<file path="config.mk">
export PLATFORM = sky130hd
export DESIGN_NAME = ballot_collector
export DESIGN_NICKNAME = d
export VERILOG_FILES = /design/src/rtl/vote_pkg.sv /design/src/rtl/ballot_decode.sv /design/src/rtl/ballot_collector.sv
export SDC_FILE = /design/constraint.sdc
export NUM_CORES = 1
export LEC_CHECK = 0
export CAP_MARGIN = 40
export CORE_MARGIN = 3
export CORE_UTILIZATION = 30
export CTS_BUF_LIST = sky130_fd_sc_hd__clkbuf_2 sky130_fd_sc_hd__clkbuf_4 sky130_fd_sc_hd__clkbuf_8
export DETAILED_ROUTE_END_ITERATION = 10
export PLACE_DENSITY = 0.59
export SLEW_MARGIN = 20
export SYNTH_ARGS = -nofsm -noshare
export SYNTH_HDL_FRONTEND = slang
export SYNTH_SLANG_ARGS = --single-unit
export TNS_END_PERCENT = 50
</file>
<file path="constraint.sdc">
create_clock -name clk -period 4.35 [get_ports clk]
set_clock_uncertainty 0.15 [all_clocks]
set_input_delay 1.305 -clock clk [delete_from_list [all_inputs] [get_ports clk]]
set_output_delay 1.305 -clock clk [all_outputs]
set_load 0.01 [all_outputs]
</file>
<file path="src/rtl/vote_pkg.sv">
// Shared encodings and default widths for the ballot collector and the vote tally stage.
package vote_pkg;

    localparam int unsigned NP_W  = 32;
    localparam int unsigned VIP_W = 8;

    typedef enum logic [1:0] {
        CLS_NP   = 2'd0,
        CLS_VIP  = 2'd1,
        CLS_VVIP = 2'd2,
        CLS_BAD  = 2'd3
    } cls_e;

    typedef enum logic [1:0] {
        S_IDLE    = 2'd0,
        S_COLLECT = 2'd1,
        S_HOLD    = 2'd2
    } state_e;

endpackage

</file>
<file path="src/rtl/ballot_decode.sv">
// Combinational ballot decoder: turns class/id into one-hot write enables per vector
// plus a legal flag (out-of-range ids and the illegal class yield no enable).
module ballot_decode #(
    parameter int unsigned NP_W  = vote_pkg::NP_W,
    parameter int unsigned VIP_W = vote_pkg::VIP_W,
    parameter int unsigned ID_W  = 5
) (
    input  logic [1:0]       cls,
    input  logic [ID_W-1:0]  id,
    output logic [NP_W-1:0]  np_we,
    output logic [VIP_W-1:0] vip_we,
    output logic             vvip_we,
    output logic             legal
);
    import vote_pkg::*;

    always_comb begin
        np_we   = '0;
        vip_we  = '0;
        vvip_we = 1'b0;
        legal   = 1'b0;
        unique case (cls)
            CLS_NP: begin
                if (32'(id) < NP_W) begin
                    np_we = NP_W'(1) << id;
                    legal = 1'b1;
                end
            end
            CLS_VIP: begin
                if (32'(id) < VIP_W) begin
                    vip_we = VIP_W'(1) << id;
                    legal  = 1'b1;
                end
            end
            CLS_VVIP: begin
                vvip_we = 1'b1;
                legal   = 1'b1;
            end
            CLS_BAD: legal = 1'b0;
        endcase
    end

endmodule

</file>
<file path="src/rtl/ballot_collector.sv">
// Collects individual ballots into packed np/vip/vvip vectors and hands them to the
// tally stage with an out_valid/out_ready handshake once the session closes.
module ballot_collector #(
    parameter int unsigned NP_W  = vote_pkg::NP_W,
    parameter int unsigned VIP_W = vote_pkg::VIP_W,
    parameter int unsigned ID_W  = 5
) (
    input  logic             clk,
    input  logic             reset,
    input  logic             open_i,
    input  logic             close_i,
    input  logic             ballot_valid,
    output logic             ballot_ready,
    input  logic [1:0]       ballot_class,
    input  logic [ID_W-1:0]  ballot_id,
    input  logic             ballot_yes,
    output logic [NP_W-1:0]  np,
    output logic [VIP_W-1:0] vip,
    output logic             vvip,
    output logic             out_valid,
    input  logic             out_ready,
    output logic [5:0]       cast_cnt,
    output logic             err,
    output logic             busy
);
    import vote_pkg::*;

    // Count value just before the last permitted ballot lands.
    localparam logic [5:0] LAST_PRE = 6'(NP_W + VIP_W);

    state_e           state;
    logic [NP_W-1:0]  np_cast;
    logic [VIP_W-1:0] vip_cast;
    logic             vvip_cast;

    logic [NP_W-1:0]  np_we;
    logic [VIP_W-1:0] vip_we;
    logic             vvip_we;
    logic             legal;
    logic             accept;
    logic             dup;
    logic             take;
    logic             drop;

    ballot_decode #(
        .NP_W  (NP_W),
        .VIP_W (VIP_W),
        .ID_W  (ID_W)
    ) u_decode (
        .cls     (ballot_class),
        .id      (ballot_id),
        .np_we   (np_we),
        .vip_we  (vip_we),
        .vvip_we (vvip_we),
        .legal   (legal)
    );

    assign accept = ballot_valid && ballot_ready;
    assign dup    = (|(np_we & np_cast)) || (|(vip_we & vip_cast)) || (vvip_we && vvip_cast);
    assign take   = accept && legal && !dup;
    assign drop   = accept && !(legal && !dup);

    always_ff @(posedge clk) begin
        if (!reset) begin
            state        <= S_IDLE;
            np           <= '0;
            vip          <= '0;
            vvip         <= 1'b0;
            np_cast      <= '0;
            vip_cast     <= '0;
            vvip_cast    <= 1'b0;
            cast_cnt     <= '0;
            err          <= 1'b0;
            out_valid    <= 1'b0;
            ballot_ready <= 1'b0;
            busy         <= 1'b0;
        end else begin
            err <= drop;
            case (state)
                S_IDLE: begin
                    if (open_i) begin
                        state        <= S_COLLECT;
                        np           <= '0;
                        vip          <= '0;
                        vvip         <= 1'b0;
                        np_cast      <= '0;
                        vip_cast     <= '0;
                        vvip_cast    <= 1'b0;
                        cast_cnt     <= '0;
                        ballot_ready <= 1'b1;
                        busy         <= 1'b1;
                    end
                end
                S_COLLECT: begin
                    if (take) begin
                        np        <= (np & ~np_we) | (ballot_yes ? np_we : '0);
                        vip       <= (vip & ~vip_we) | (ballot_yes ? vip_we : '0);
                        vvip      <= vvip_we ? ballot_yes : vvip;
                        np_cast   <= np_cast | np_we;
                        vip_cast  <= vip_cast | vip_we;
                        vvip_cast <= vvip_cast | vvip_we;
                        cast_cnt  <= cast_cnt + 6'd1;
                    end
                    // A ballot arriving with close_i is still recorded before HOLD.
                    if (close_i || (take && cast_cnt == LAST_PRE)) begin
                        state        <= S_HOLD;
                        out_valid    <= 1'b1;
                        ballot_ready <= 1'b0;
                    end
                end
                S_HOLD: begin
                    if (out_ready) begin
                        state     <= S_IDLE;
                        out_valid <= 1'b0;
                        busy      <= 1'b0;
                    end
                end
                default: state <= S_IDLE;
            endcase
        end
    end

endmodule

</file>
==> impl_metrics.json, run 1 <==
{
  "routedWlPerCell_um": 17.5,
  "die_area_sq_mm": 0.0168,
  "drt_iter0_drc": 310,
  "io_buffers": 64,
  "cts_tree": "yes",
  "syn_area_per_cell_sq_um": 8.28,
  "clock_sinks": 94,
  "cts_htree_levels": 3,
  "grt_first_pass_wirelength_um": 23100,
  "post_dp_cell_area_sq_mm": 0.00565,
  "clk_pin_slew_ns": 0.10,
  "viasPerCell": 5.57,
  "critPathArrivalTime_ns": 4.05,
  "holdBufCountCts": 0,
  "clock_latency_ns": 0.39,
  "start_kind": "input port",
  "gr-usage-met2_pct": 26.7,
  "drt_wl_total_um": 14200,
  "synth_nets": 570,
  "cts_root_buffer": "clkbuf_8",
  "place_congestion": 0.899,
  "path_cells": "clkdlybuf4s50_1, or3_1, nor2_1, a311o_1, or4_4, nor3_4, buf_4, nand2_2, buf_12, o2bb2ai_1",
  "num_rows": 44,
  "clk_path_buf_depth": 2,
  "grtUsageTotal_pct": 17.5,
  "crit_slowest_cell": "clkdlybuf4s50_1",
  "io_pins": 65,
  "status": "finished clean",
  "finalSetupTns_ns": 0,
  "synth_warnings": 0,
  "die_h_um": 130,
  "vias": 4532,
  "ys_types": 63,
  "worstMarginPinSlew_ns": 0.645,
  "die_w_um": 130,
  "top_usage_layer": "met2",
  "fin_crit_ns": 3.88,
  "hpwlAfterDp_um": 10100,
  "slew_viol_final": 0,
  "synth-seq-area-share_pct": 41.0,
  "required_ns": 4.52,
  "p_leak_uw": 0.00197,
  "ctsResizeCount": 0,
  "ys_ff_latch": 94,
  "cellPowerDensity_mw_per_mm2": 290,
  "final_area_sq_mm": 0.00586,
  "grt_remaining_overflow": 0,
  "hold_viol": 0,
  "area_delta_synth_final_pct": 27.8,
  "peakVddDrop_v": 0.000170,
  "grt_pass1_vias": 4195,
  "postRouteAntennaNets": 0,
  "antenna_found_initial": 0,
  "setup_viol": 0,
  "cts_setup_buffers": 0,
  "rsz0062_at_grt": "false",
  "numCtsBuffers": 9,
  "grt_max_degree": 61,
  "fmax_mhz": 258,
  "synth_top_flop_cell": "dfxtp_1",
  "syn_area_sq_mm": 0.00459,
  "synth_edf_count": 0,
  "hp-class": "register to register",
  "layout_commonest_cell": "nand2_1",
  "criticalPathCategory": "input port to register",
  "layout_common_cells": "nand2_1 (104), dfxtp_1 (94), clkdlybuf4s50_1 (64), o21ai_0 (49), buf_4 (38)",
  "finalCritPeriodShare_pct": 89.1,
  "grtUsageMet1_pct": 24.5,
  "critical_path.max_fanout": 24,
  "start_util_pct": 31.1,
  "grt.met3_usage_pct": 3.92,
  "synth_cells": 554,
  "power_uw": 1700,
  "slowest_delay_ns": 0.62,
  "drc": 0,
  "diodes": 0,
  "drtPass1Iterations": 5,
  "synthArstFlopShare_pct": 0,
  "slew_headroom_pct": 57.0,
  "drive_above_1_share_pct": 12.2,
  "core_sq_mm": 0.0148,
  "end_kind": "register",
  "cap_violations": 0,
  "final_nets": 641
}
routing by layer:
| layer | share of wire [%] | wire length, um | up-vias |
|---|---|---|---|
| met5 | 0 | 0 | - |
| met4 | 1.4 | 203 | 0 |
| met2 | 45 | 6460 | 144 |
| li1 | - | - | 2184 |
| met3 | 5.7 | 808 | 17 |
| met1 | 48 | 6780 | 2187 |
flip-flops by register name (all words and copies together), names as in the netlist:
name and flops:
ballot_ready 1, busy 1, cast_cnt 6, err 1, np 32, np_cast 32
out_valid 1, state 2, vip 8, vip_cast 8, vvip 1, vvip_cast 1
where the power goes:
group	internal [uW]	switching (uW)
Sequential	865	3.90
Clock	284	335
Combinational	77.3	135
Total	1230	474
critical path: cells and delay by family:
kind	cells	cell delay [ns]
AOI/OAI and AO/OA	2	0.50
and+or+nand+nor	5	1.17
buffers and inverters	3	1.05
cells by family after synthesis:
group / synth area share [%]
DFF: 41.0
and+or+nand+nor: 22.9
muxes: 1.77
xor gates and xnor gates: 0.191
AOI/OAI and AO/OA: 27.7
adders and majority gates: 0.545
buffers and inverters: 5.89
layout make-up:
| type | instances | area, sq um |
|---|---|---|
| Inverter | 10 | 37.5 |
| Tap cell | 184 | 230 |
| Multi-Input combinational cell | 401 | 2440 |
| Timing Repair Buffer | 109 | 1070 |
| Sequential cell | 94 | 1880 |
| Clock inverter | 6 | 70.1 |
| Clock buffer | 10 | 138 |
| Fill cell | 1525 | 8890 |
through the flow:
step	cells	util, %	setup WS, ns	hold slack, ns
after detailed placement	798	38.3	0.0595	0.285
after global placement	798	38.3	0.0404	0.284
after floorplan	554	-	0.632	0.262
after global routing	814	39.7	0.316	0.333
final	814	39.7	0.472	0.306
after CTS	814	39.7	0.493	0.310
worst paths after layout:
kind,slack [ns],to,startpoint,depth (start not counted)
max,0.47,vip[2],ballot_id[4],10
max reg2reg,1.76,vip[2],vvip_cast,9
min reg2reg,0.31,np_cast[8],np_cast[8],2
min,0.31,np_cast[8],np_cast[8],2
cells in the mapped netlist (2+ instances only):
cell / count / share of area [%]
a31oi_1: 6 / 0.82
nand4b_1: 3 / 0.57
and4b_1: 2 / 0.44
clkbuf_2: 2 / 0.22
mux2i_1: 7 / 1.5
o21ai_1: 6 / 0.65
buf_2: 10 / 1.1
or3b_2: 2 / 0.38
buf_1: 3 / 0.25
dfxtp_1: 94 / 41
buf_6: 4 / 0.98
ha_1: 2 / 0.55
inv_1: 9 / 0.74
o31ai_1: 29 / 4.7
nand2_1: 104 / 8.5
and3_1: 5 / 0.68
a21boi_0: 3 / 0.49
nand2b_1: 4 / 0.55
nor4b_1: 2 / 0.38
a32o_1: 2 / 0.44
o21a_1: 10 / 1.6
nand3_1: 27 / 2.9
and2_1: 9 / 1.2
nand4_2: 2 / 0.55
o21ai_0: 49 / 5.3
a22oi_1: 2 / 0.33
a21oi_1: 6 / 0.65
a221o_1: 2 / 0.44
a211oi_1: 3 / 0.49
nor3b_1: 2 / 0.33
nand4_1: 8 / 1.1
or3_1: 2 / 0.27
clkbuf_1: 29 / 2.4
nor2b_1: 4 / 0.55
nor3_1: 6 / 0.65
o2bb2ai_1: 31 / 5.9
o41ai_1: 3 / 0.57
a31o_2: 2 / 0.38
o41ai_2: 2 / 0.71
nor4_1: 4 / 0.55
nor2_1: 20 / 1.6
o2111ai_1: 9 / 1.7
o22ai_1: 3 / 0.41
Note: power is estimated with default switching activity, not from simulation.
==> run 2, diff against run 1 <==
--- a/config.mk
+++ b/config.mk
@@ -8,9 +8,9 @@
 export CAP_MARGIN = 40
 export CORE_MARGIN = 3
 export CORE_UTILIZATION = 30
-export CTS_BUF_LIST = sky130_fd_sc_hd__clkbuf_2 sky130_fd_sc_hd__clkbuf_4 sky130_fd_sc_hd__clkbuf_8
 export DETAILED_ROUTE_END_ITERATION = 10
-export PLACE_DENSITY = 0.59
+export PLACE_DENSITY_LB_ADDON = 0.12
+export RECOVER_POWER = 50
 export SLEW_MARGIN = 20
 export SYNTH_ARGS = -nofsm -noshare
 export SYNTH_HDL_FRONTEND = slang
==> run 2 against run 1 <==
  * Design area up 0.49%
  * Setup slack worse by 0.24 ns
  * Combinational power down 3%
  * Critical path depth unchanged
  * Non-clock buffer count down 3
  * Sequential share of layout area down 0.16 points
  * Fmax down 5.8%
  * Routed wire length up 5.6%
  * Clock-buffer cell count up 1
==> impl_metrics.json, run 2 (synthesis results as in run 1) <==
{
  "status": "finished clean",
  "slew_headroom_pct": 0.879,
  "layout_common_cells": "nand2_1 (104), dfxtp_1 (94), dlygate4sd3_1 (51), o21ai_0 (49), buf_4 (33)",
  "final_nets": 638,
  "criticalPathCategory": "input port to register",
  "peakVddDrop_v": 0.000217,
  "start_util_pct": 31.1,
  "r2r.worst_path.cells": 8,
  "path_cells": "clkdlybuf4s50_1, or3_1, buf_4, nor3_1, a221o_1, a32o_1, nor3_1, clkbuf_1, a2111oi_0, o21a_1",
  "crit_start": "ballot_class[0]",
  "rr_endpoint": "np_cast[12]",
  "crit_slowest_cell": "clkdlybuf4s50_1",
  "end_kind": "register",
  "finalSetupTns_ns": 0,
  "rsz0062_at_grt": "false",
  "die_w_um": 130,
  "worstMarginPinSlew_ns": 1.49,
  "cp-endpoint": "state[0]",
  "clk_path_buf_depth": 2,
  "grtUsageTotal_pct": 18.2,
  "area_delta_synth_final_pct": 28.4,
  "cts_setup_buffers": 0,
  "path_buf_inv": 3,
  "fin_crit_ns": 4.12,
  "die_area_sq_mm": 0.0168,
  "cap_violations": 0,
  "numCtsBuffers": 9,
  "clock_latency_ns": 0.35,
  "grt_first_pass_wirelength_um": 23700,
  "hp-class": "register to register",
  "postRouteAntennaNets": 0,
  "critical_path.most_common_cell": "nor3_1",
  "hold_viol": 0,
  "grt_remaining_overflow": 0,
  "critical_path.max_fanout": 9,
  "cellPowerDensity_mw_per_mm2": 318,
  "drc": 0,
  "cp.depth": 10,
  "viasPerCell": 5.45,
  "finalCritPeriodShare_pct": 94.6,
  "drt_iter0_drc": 315,
  "seq_area_sq_mm": 0.00188,
  "core_sq_mm": 0.0148,
  "slew_viol_final": 0,
  "drive_above_1_share_pct": 10.9,
  "routedWlPerCell_um": 18.6,
  "drt_wl_total_um": 15000,
  "fmax_mhz": 243,
  "r2r_start": "state[0]",
  "start_kind": "input port",
  "setup_viol": 0,
  "drtPass1Iterations": 5,
  "grt_max_degree": 48,
  "post_dp_cell_area_sq_mm": 0.00562,
  "clock_sinks": 94,
  "cts_tree": "yes",
  "fillCellCount": 1537,
  "rrSetupSlack_ns": 1.13,
  "vias": 4413,
  "layout_commonest_cell": "nand2_1",
  "diodes": 0,
  "cts_root_buffer": "clkbuf_16",
  "critPathArrivalTime_ns": 4.25,
  "antenna_found_initial": 0,
  "p_leak_uw": 0.00217,
  "final_area_sq_mm": 0.00589,
  "io_buffers": 64,
  "hpwlAfterDp_um": 10800,
  "num_rows": 44,
  "cp_top_family": "compound AO/OA/AOI/OAI gates",
  "holdBufCountCts": 0,
  "die_h_um": 130,
  "grt_pass1_vias": 4210,
  "ctsResizeCount": 0,
  "place_congestion": 0.899,
  "slowest_delay_ns": 0.62,
  "required_ns": 4.49,
  "cts_htree_levels": 3,
  "reg_top3": "np (32), np_cast (32)",
  "clk_pin_slew_ns": 0.07,
  "io_pins": 65,
  "multi_input_area_sq_mm": 0.00243
}
==> run 2: worst register-to-register path, stage by stage (launching register included) <==
cell      delay (ns)
dfxtp_1         0.80
clkinv_1        0.45
nor2_1          0.37
and3_1          0.24
nand3_1         0.16
nor3_4          0.25
nor2_1          0.16
buf_4           0.24
o41ai_1         0.30
==> run 2: where the power goes <==
group          switching (uW)  internal (uW)  total, uW
Combinational             132           72.2        205
Sequential               7.95            865        873
Clock                     340            457        796
==> run 2: worst min path at each step <==
stage / start / to / slack, ns / cells after the start
after floorplan: np_cast[12] / np_cast[12] / 0.26 / 2
after global placement: vip_cast[7] / vip_cast[7] / 0.28 / 2
after detailed placement: np_cast[12] / np_cast[12] / 0.29 / 2
after CTS: np_cast[31] / np_cast[31] / 0.30 / 2
after global routing: vip_cast[2] / vip_cast[2] / 0.32 / 2
final: np_cast[31] / np_cast[31] / 0.30 / 2
==> run 2: stage by stage <==
step	cells	utilization, %	total power (uW)	worst slack [ns]	hold WS, ns
after floorplan	554	-	1010	0.632	0.262
after global placement	795	38.1	1100	-0.126	0.280
after detailed placement	795	38.1	1100	-0.0360	0.288
after CTS	810	40.1	1900	0.325	0.304
after global routing	810	39.9	1950	0.0670	0.324
final	810	39.9	1870	0.234	0.301
==> run 2: layer usage <==
layer / vias to the layer above / GRT usage [%] / part of all wire (%) / routed length (um)
li1: 2179 / - / - / -
met1: 2122 / 24.9 / 49 / 7340
met2: 97 / 28.5 / 46 / 6860
met3: 15 / 4.99 / 4.2 / 633
met4: 0 / 4.71 / 1.4 / 207
met5: - / 0 / 0 / 0
==> run 2: layout make-up <==
| class | instances | area share, % |
|---|---|---|
| clock inverters | 4 | 0.807 |
| well taps | 184 | 3.91 |
| inverters | 10 | 0.637 |
| clock buffers | 11 | 4.12 |
| repair buffers | 106 | 17.3 |
| flip-flops and latches | 94 | 31.9 |
| multi-input cells | 401 | 41.3 |
